**config.mk**
```make
export PLATFORM = sky130hd
export DESIGN_NAME = upsample_stream_nd
export DESIGN_NICKNAME = d
export VERILOG_FILES = /design/src/rtl/upsample_stream_nd.sv
export SDC_FILE = /design/constraint.sdc
export NUM_CORES = 1
export LEC_CHECK = 0
export ABC_AREA = 1
export CAP_MARGIN = 20
export CORE_MARGIN = 2
export CORE_UTILIZATION = 46
export DETAILED_ROUTE_END_ITERATION = 10
export PLACE_DENSITY_LB_ADDON = 0.3
export SLEW_MARGIN = 25
export SYNTH_ARGS = -nofsm -noshare
export SYNTH_HDL_FRONTEND = slang
export SYNTH_SLANG_ARGS = --single-unit
```
**constraint.sdc**
```tcl
create_clock -name clk -period 1.6 [get_ports clk]
set_input_delay 0.32 -clock clk [delete_from_list [all_inputs] [get_ports clk]]
set_output_delay 0.32 -clock clk [all_outputs]
set_load 0.1 [all_outputs]
```
**src/rtl/upsample_stream_nd.sv**
```systemverilog
// upsample_stream_nd: streaming zero-insertion upsampler, optional frame-last flag (UPSAMPLE_FRAME_LAST_EN)
module upsample_stream_nd #(
    parameter int DATA_WIDTH = 16,
    parameter int IN_WIDTH   = 13,
    parameter int IN_HEIGHT  = 13,
    parameter int CHANNELS   = 1,
    parameter int STRIDE     = 2
) (
    input  logic                  clk,
    input  logic                  rst_n,
    input  logic                  valid_in,
    input  logic [DATA_WIDTH-1:0] data_in,
    output logic                  ready_in,
    output logic                  valid_out,
    output logic [DATA_WIDTH-1:0] data_out,
    input  logic                  ready_out
`ifdef UPSAMPLE_FRAME_LAST_EN
    ,
    output logic                  last_out
`endif
);
    localparam int ZN = (STRIDE - 1) * CHANNELS;
    localparam int PN = (STRIDE - 1) * IN_WIDTH * STRIDE * CHANNELS;
    localparam int CW = CHANNELS > 1 ? $clog2(CHANNELS) : 1;
    localparam int XW = IN_WIDTH > 1 ? $clog2(IN_WIDTH) : 1;
    localparam int YW = IN_HEIGHT > 1 ? $clog2(IN_HEIGHT) : 1;
    localparam int ZW = ZN > 1 ? $clog2(ZN) : 1;
    localparam int PW = PN > 1 ? $clog2(PN) : 1;
    localparam logic [CW-1:0] C_LAST = CW'(CHANNELS - 1);
    localparam logic [XW-1:0] X_LAST = XW'(IN_WIDTH - 1);
    localparam logic [YW-1:0] Y_LAST = YW'(IN_HEIGHT - 1);
    localparam logic [ZW-1:0] Z_LAST = ZW'(ZN > 0 ? ZN - 1 : 0);
    localparam logic [PW-1:0] P_LAST = PW'(PN > 0 ? PN - 1 : 0);
    localparam logic [1:0] S_PIXEL = 2'd0;
    localparam logic [1:0] S_HZERO = 2'd1;
    localparam logic [1:0] S_VPAD  = 2'd2;

    logic [1:0]            state, nxt_state;
    logic [CW-1:0]         ch_cnt, nxt_ch;
    logic [XW-1:0]         x_cnt, nxt_x;
    logic [YW-1:0]         y_cnt, nxt_y, y_adv;
    logic [ZW-1:0]         zero_cnt, nxt_zero;
    logic [PW-1:0]         pad_cnt, nxt_pad;
    logic                  nxt_valid;
    logic [DATA_WIDTH-1:0] nxt_data;
    logic                  free, row_end;

    assign free     = !valid_out || ready_out;
    assign ready_in = (state == S_PIXEL) && free;
    assign row_end  = x_cnt == X_LAST;
    assign y_adv    = (y_cnt == Y_LAST) ? '0 : y_cnt + 1'b1;

    // next beat and counter values, applied only when the output slot is free
    always_comb begin
        nxt_state = state;
        nxt_ch    = ch_cnt;
        nxt_x     = x_cnt;
        nxt_y     = y_cnt;
        nxt_zero  = zero_cnt;
        nxt_pad   = pad_cnt;
        nxt_valid = 1'b0;
        nxt_data  = '0;
        case (state)
            S_PIXEL: begin
                if (valid_in) begin
                    nxt_valid = 1'b1;
                    nxt_data  = data_in;
                    if (ch_cnt == C_LAST) begin
                        nxt_ch = '0;
                        if (STRIDE > 1) begin
                            nxt_state = S_HZERO;
                        end else begin
                            nxt_x = row_end ? '0 : x_cnt + 1'b1;
                            nxt_y = row_end ? y_adv : y_cnt;
                        end
                    end else begin
                        nxt_ch = ch_cnt + 1'b1;
                    end
                end
            end
            S_HZERO: begin
                nxt_valid = 1'b1;
                if (zero_cnt == Z_LAST) begin
                    nxt_zero  = '0;
                    nxt_x     = row_end ? '0 : x_cnt + 1'b1;
                    nxt_state = row_end ? S_VPAD : S_PIXEL;
                end else begin
                    nxt_zero = zero_cnt + 1'b1;
                end
            end
            S_VPAD: begin
                nxt_valid = 1'b1;
                if (pad_cnt == P_LAST) begin
                    nxt_pad   = '0;
                    nxt_y     = y_adv;
                    nxt_state = S_PIXEL;
                end else begin
                    nxt_pad = pad_cnt + 1'b1;
                end
            end
            default: nxt_state = S_PIXEL;
        endcase
    end

    // state, counters and output register; everything holds while the slot is occupied
    always_ff @(posedge clk) begin
        if (!rst_n) begin
            state     <= S_PIXEL;
            ch_cnt    <= '0;
            x_cnt     <= '0;
            y_cnt     <= '0;
            zero_cnt  <= '0;
            pad_cnt   <= '0;
            valid_out <= 1'b0;
            data_out  <= '0;
        end else if (free) begin
            state     <= nxt_state;
            ch_cnt    <= nxt_ch;
            x_cnt     <= nxt_x;
            y_cnt     <= nxt_y;
            zero_cnt  <= nxt_zero;
            pad_cnt   <= nxt_pad;
            valid_out <= nxt_valid;
            data_out  <= nxt_data;
        end
    end

`ifdef UPSAMPLE_FRAME_LAST_EN
    logic last_beat;

    // final beat of the frame: last pad zero, or last channel of last pixel without padding
    always_comb begin
        last_beat = (STRIDE > 1)
            ? (state == S_VPAD && pad_cnt == P_LAST && y_cnt == Y_LAST)
            : (state == S_PIXEL && valid_in && ch_cnt == C_LAST && row_end && y_cnt == Y_LAST);
    end

    // frame-last flag registered alongside data_out
    always_ff @(posedge clk) begin
        if (!rst_n) last_out <= 1'b0;
        else if (free) last_out <= last_beat;
    end
`endif
endmodule

```
**After elaboration in Yosys (flattened, before gate mapping)**

Cells that the tools add are included.

- Bits in registers: 30
- Output and inout bits: 18
- Bits of input ports: 20

- Bitwise gates (word level): 1
- Reduce and logical (&&, ||, !) cells: 10
- $add $sub $neg: 4
- Eq/ne operators: 8
- Multiplexer cells: 14

Operators by type and width:

| operator | number |
|---|---|
| $mux W16 | 2 |
| $mux W2 | 5 |
| $ne A2 B2 Y1 const B | 4 |
| $pmux W2 S3 | 1 |
| $reduce_and A3 Y1 | 2 |
| $add A5 B1 Y5 const B | 1 |
| $eq A5 B5 Y1 const B | 1 |
| $mux W5 | 1 |
| $reduce_and A5 Y1 | 1 |
| $add A4 B1 Y4 const B | 1 |
| $eq A4 B4 Y1 const B | 1 |
| $mux W4 | 1 |
| $reduce_and A2 Y1 | 2 |
| $mux W1 | 3 |
| $add A1 B1 Y1 const B | 2 |
| $eq A2 B1 Y1 const B | 1 |
| $eq A2 B2 Y1 const B | 1 |
| $logic_not A2 Y1 | 1 |
| $pmux W1 S2 | 1 |
| $reduce_or A2 Y1 | 1 |
| $logic_and A1 B1 Y1 | 1 |
| $logic_not A1 Y1 | 1 |
| $logic_or A1 B1 Y1 | 1 |
| $not A1 Y1 | 1 |

**Logic depth before layout (Yosys ltp)**

Gate-level depths: netlist of run 1.

- Word-level depth: 4
- Depth in mapped cells: 10
- Gate-level depth less buffers: 10

**Worst setup path before layout of run 1**

No wires, ideal clock.

- Path type: register to output
- Start: register valid_out
- End: output port ready_in
- Buffers on the path: 1
- Stages on the path, launching flop included: 5
- Setup slack: -1.148 ns
- Data required time: 1.280 ns
- Arrival time: 2.428 ns
- Cell sequence: dfxtp_1 nand2_4 inv_2 buf_6 nor2_1

- Cells in the longest elaborated chain, start to end: 3

Ends and longest elaborated chain:

| what | line | text |
|---|---|---|
| start, declared | 14 | `output logic valid_out,` |
| start signal, assigned | 123 | `valid_out <= nxt_valid;` |
| $logic_not A1 Y1 | 48 | `assign free = !valid_out \|\| ready_out;` |
| $logic_or A1 B1 Y1 | 48 |  |
| $logic_and A1 B1 Y1 | 49 | `assign ready_in = (state == S_PIXEL) && free;` |
| end, declared | 13 | `output logic ready_in,` |

Every way passes these cells.

**Worst setup path after layout of run 1**

- Start: input port ready_out
- End: output port ready_in

- Cells in the longest elaborated chain, start to end: 2

Ends and longest elaborated chain:

| what | line | text |
|---|---|---|
| start, declared | 16 | `input logic ready_out` |
| $logic_or A1 B1 Y1 | 48 |  |
| $logic_and A1 B1 Y1 | 49 |  |

Every way passes these cells.

==> results of run 1 <==
-- sequential cells by signal (all words and copies together), names as in the netlist --
signal,flops
pad_cnt,5
x_cnt,4
data_out,16
valid_out,1
state,2
-- placed cells by master, fill, tap and decap left out, drive strengths merged, types with 4 or more instances in the layout --
master,count
clkdlybuf4s50,19
buf,29
a21oi,22
o21ai,4
nor2,11
nand3,23
nand2,35
ha,8
dfxtp,28
inv,14
clkbuf,4
-- worst max-delay path, cell delays in order --
cell             delay, ns
clkdlybuf4s50_1       0.47
inv_2                 0.05
nand2_4               0.07
inv_4                 0.04
nor2_4                0.11
buf_12                0.18
-- final cells by class --
type / instances / area [um2]
Tap cell: 31 / 38.79
Multi-Input combinational cell: 113 / 655.6
Inverter: 15 / 61.31
Fill cell: 195 / 729.5
Clock buffer: 4 / 36.28
Sequential cell: 28 / 566.8
Timing Repair Buffer: 48 / 645.6
-- layer usage --
| layer | vias to the layer above | part of all wire |
|---|---|---|
| li1 | 621 | - |
| met1 | 566 | 0.42 |
| met2 | 31 | 0.53 |
| met3 | 4 | 0.042 |
| met4 | 0 | 0.0085 |
| met5 | - | 0 |
-- cells in the mapped netlist (2+ instances only) --
library cell / instances
nand4_1: 2
inv_1: 10
nand3_1: 22
xor2_1: 2
nor2_1: 9
dfxtp_1: 28
nor3_1: 2
nor2_2: 2
nand2_1: 30
ha_1: 8
inv_2: 4
clkbuf_1: 2
o21ai_0: 3
nand2_4: 4
a21oi_1: 22
-- kinds of logic (layout without fill, tap and decap cells) --
group                      count (synthesis)  in the layout  share of synthesized area
adders and majority gates                  8              8                    0.07619
DFF                                       28             28                     0.4267
AOI/OAI and AO/OA                         27             27                     0.1076
buffers and inverters                     21             67                    0.08952
and+or+nand+nor                           75             75                     0.2800
xor gates and xnor gates                   3              3                    0.02000
-- report_power, final --
part	switching, uW	internal, uW
Combinational	341	230
Sequential	36.9	733
Clock	204	139
-- what timing repair did --
item,in CTS,in global routing
gates resized for setup,6,2
hold endpoints to repair,0,0
setup endpoints to repair,1,1
pin swaps,1,1
buffers inserted,3,2
-- path summary, 6_finish.rpt --
path,to,cells past startpoint
worst min-delay path,data_out[4],2
worst min register to register,data_out[4],2
worst max-delay path,ready_in,6
worst max register to register,valid_out,8
-- metrics by stage --
step / std cells / instance area [um2]
finish: 239 / 2004
global route: 239 / 2004
detailed placement: 230 / 1913
CTS: 237 / 1977
floorplan: 162 / 1328
global placement: 230 / 1913
==> out/results.txt, run 1 <==
Worst path required time = 1.28 ns
Critical Path Start = ready_out
Setup crit start kind = input port
Slew Limit Fails = 0
Skew-Pair Late Insertion Delay = 0.33 ns
Final Worst Setup Slack = 0.02803 ns
Fin crit period = 1.572 ns
Endpoints failing setup = 0
Fin. Hold Viols = 0
Clock skew = 0.003228 ns
First-pass DRT Iterations = 4
Drt initial violations = 49
PnR Total Power = 1684 uW
Total wire length = 3193 um
WHS = 0.5117 ns
Clk slew on worst S/H paths = 0.14 ns
Area Growth Syn to Fin = 52.57%
CP Data Arrival Time = 1.25 ns
Worst slack, placed = -0.04471 ns
Grt met1 use = 0.2387
GRT met2 Usage = 0.3669
Die Ht = 57.44 um
DRC Markers = 0
Crit path kind = in -> out
CTS tree = done
Register area share after synthesis = 0.4267
CTS Hold Bufs = 0
Core area = 2734 um2
Vias in the first global route = 1188
Cell taking the most area after synthesis = dfxtp_1
First-pass GRT wire length = 5237 um
Post-synth EDFFs = 0
Synth unique cells = 27
FF-to-FF Start = state[1]
Antenna fix cells = 0
Slew @ Worst Pin = 0.6390 ns
# clock sinks = 28
CTS buffer count = 3
GR peak layer = met2
Die area = 3299 um2
Synth top area cells = dfxtp_1 43%, nand2_1 8.6%, a21oi_1 8.4%, nand3_1 8.4%, ha_1 7.6%
Flop-to-flop setup slack = 0.27 ns
Clock buffer depth = 2
# rows = 19
Hold Crit Start = data_out[4]
Worst Path Max Fanout = 3
Largest net degree at the start of global routing = 21
Ys async rst share = 0
Depth of the CTS H-tree = 1
Via count = 1222
Slew Limit Headroom = 0.5735
Crit path capture type = output pin
Final setup TNS = 0 ns
Post-layout nets = 237
Peak VDD IR = 0.0006848 V
Post-Syn Area per Cell = 8.110 um2
Hold crit path type = reg -> reg
Post-route antenna net violation count = 0
Run status = complete, no violations
GR Overflow Total = 0
Synth warnings = 0
Initial antenna violation count = 0
Final period util = 0.9825
Io pins = 38
Cell count after synthesis = 162
Synth Net Count = 190
Via-per-instance ratio = 5.113
Mapped Area = 1314 um2
Input/output buffers = 37
Root buffer cell = clkbuf_4
Fmax = 636.1 MHz
Gp weighted congestion = 0.7916
Prevailing post-synth register cell = dfxtp_1
Final core occ = 0.7332
Layout cell share with drive strength beyond 1 = 0.2644
Max Cap Violations = 0
Die W = 57.44 um
Post-detail-place hpwl = 2309 um
PwrDens = 840.4 nW/um2
Synth top area share = 0.4267
Initial core utilization = 0.4805
Leakage = 0.0008089 uW
GR Util met3 = 0.03628
#FFs+latches synth = 28
Routed len/inst = 13.36 um
GR Util All Layers = 0.2020
Note: power is estimated with default switching activity, not from simulation.
==> inputs of run 2 (changes only) <==
CORE_UTILIZATION = 42   (was 46)
CTS_CLUSTER_SIZE = 28   (was unset)
clock period = 1.4 ns   (was 1.6 ns; I/O delays follow)
==> out/results.txt, run 2 (synthesized netlist as in run 1, its figures left out) <==
# clock sinks = 28 (unchanged)
Via count = 1258 (+2.9%)
GR Overflow Total = 0 (unchanged)
Clock skew = 0.005987 ns (+0.002759 ns)
Fin crit period = 1.508 ns
Fmax = 662.9 MHz
Final setup TNS = -0.1084 ns (-0.1084 ns)
Worst Path Max Fanout = 3 (unchanged)
Area Growth Syn to Fin = 56.00%
Drt initial violations = 48 (-2.0%)
Core area = 3003 um2 (+9.8%)
First-pass GRT wire length = 5106 um (-2.5%)
Die Ht = 59.93 um (+4.3%)
Post-layout nets = 241 (+1.7%)
RSZ-0062 raised after global routing = yes
Routed len/inst = 12.44 um (-6.9%)
Antenna fix cells = 0 (unchanged)
Worst slack, placed = -0.1779 ns (-0.1332 ns)
Layout cell share with drive strength beyond 1 = 0.2830 (+0.01860)
First-pass DRT Iterations = 7 (+3)
Most frequent cells in the layout = 30 x nand2_1, 25 x dfxtp_1, 22 x nand3_1, 22 x a21oi_1, 19 x clkdlybuf4s50_1
Crit path capture type = output pin
R2R depth = 9 (+1)
DRC Markers = 0 (unchanged)
Hold crit path type = in -> reg
CTS tree = done
Most common cell after layout, fill and taps aside = nand2_1
CTS Hold Bufs = 0 (unchanged)
Initial antenna violation count = 0 (unchanged)
Worst path required time = 1.12 ns (-0.16 ns)
Hold Crit Start = data_in[2]
Failing checks = setup timing
Die W = 59.93 um (+4.3%)
Int Pwr = 1320 uW (+20%)
Slew Limit Headroom = 0.8433 (+0.2697)
Crit path kind = reg -> out
R2r endpoint = x_cnt[2]
PwrDens = 966.5 nW/um2 (+15%)
Clock power frac = 0.228 (+0.024)
CP Data Arrival Time = 1.23 ns (-0.02 ns)
Clk slew on worst S/H paths = 0.15 ns (about the same)
Skew-Pair Late Insertion Delay = 0.33 ns (about the same)
Final period util = 1.077
Vias in the first global route = 1203 (+1.3%)
Crit path largest cell delay = 0.35 ns (-0.12 ns)
WHS = 0.5072 ns (-0.004512 ns)
Comb power frac = 0.329 (-0.010)
Slowest CP cell = dfxtp_2
Peak VDD IR = 0.0007760 V (+13%)
Sw frac = 0.3338 (-0.01196)
Input/output buffers = 37 (unchanged)
Largest Register = data_out
Largest registers = data_out: 16 flops, pad_cnt: 5 flops, x_cnt: 4 flops
Max reg flops = 16 (unchanged)
Gp weighted congestion = 0.8133 (+2.7%)
GR Util All Layers = 0.1883 (-0.01369)
Fin. Hold Viols = 0 (unchanged)
Final core occ = 0.6825 (-0.05068)
Setup crit start kind = register
Flop-to-flop setup slack = 0.01 ns (-0.26 ns)
Largest net degree at the start of global routing = 21 (unchanged)
Final Worst Setup Slack = -0.1084 ns (-0.1365 ns)
Post-detail-place hpwl = 2407 um (+4.3%)
Seq pwr share = 0.444 (-0.013)
Via-per-instance ratio = 5.135 (+0.42%)
Total wire length = 3047 um (-4.6%)
Net Sw Power = 661.1 uW (+14%)
Io pins = 38 (unchanged)
Max Cap Violations = 0 (unchanged)
Hold Path End = data_out[2]
Clock buffer depth = 2 (unchanged)
CTS buffer count = 3 (unchanged)
Leakage = 0.0008174 uW (+1.0%)
# rows = 20 (+1)
Cell Chain, Critical Path = inv_2 -> ha_4 -> inv_4 -> nor2_4 -> buf_12
Root buffer cell = clkbuf_4
Initial core utilization = 0.4375 (-0.04305)
FF-to-FF Start = state[1]
Hold path cells = 3 (+1)
Slew Limit Fails = 0 (unchanged)
Slew @ Worst Pin = 0.2335 ns (-0.4055 ns)
Depth of the CTS H-tree = 1 (unchanged)
Die area = 3592 um2 (+8.9%)
Post-route antenna net violation count = 0 (unchanged)
Endpoints failing setup = 1 (+1)
Run status = complete, but fails checks
[run 2: how the worst max path moves through the flow]
stage,from,to,slack (ns)
floorplan,valid_out,ready_in,-0.12
global placement,ready_out,ready_in,-0.11
detailed placement,ready_out,pad_cnt[2],-0.18
CTS,state[1],ready_in,-0.12
global route,state[0],ready_in,-0.16
finish,state[0],ready_in,-0.11
[run 2: worst max-delay path: cells and delay by family, from the launching register on]
kind                     cells  cell delay (ns)
buffers and inverters        3             0.31
flip-flops                   1             0.35
adder cells (fa/ha/maj)      1             0.15
AND/OR/NAND/NOR              1             0.09
[run 2: what timing repair did]
action                     4_1_cts  5_1_grt
gates resized for setup          8        2
setup buffers                    5        1
setup endpoints to repair        1        2
pin swaps                        2        1
[run 2: final cells by class]
cell class	count	area [um2]
Clock buffer	4	47.55
Fill cell	248	953.4
Inverter	15	63.81
Multi-Input combinational cell	113	666.9
Sequential cell	28	566.8
Tap cell	33	41.29
Timing Repair Buffer	52	663.1
[run 2: per-stage QoR]
stage	std cells	total power (uW)	instance area, um2
floorplan	162	1279	1339
global placement	235	1507	1937
detailed placement	235	1522	1937
CTS	244	2001	2039
global route	245	2069	2049
finish	245	1981	2049
[run 2: metal layers]
layer / vias to the layer above / global-route usage / share of wire
met3: 4 / 0.06710 / 0.059
met5: - / 0 / 0
met4: 0 / 0.05397 / 0.013
met1: 579 / 0.1955 / 0.40
met2: 42 / 0.3509 / 0.53
li1: 633 / - / -
[run 2: power groups by stage]
stage	Clock, uW	Sequential [uW]	Combinational (uW)
after floorplan	0	1070	208
after global placement	0	894	613
after detailed placement	0	898	624
after CTS	467	880	655
after global routing	499	884	687
final	451	879	651
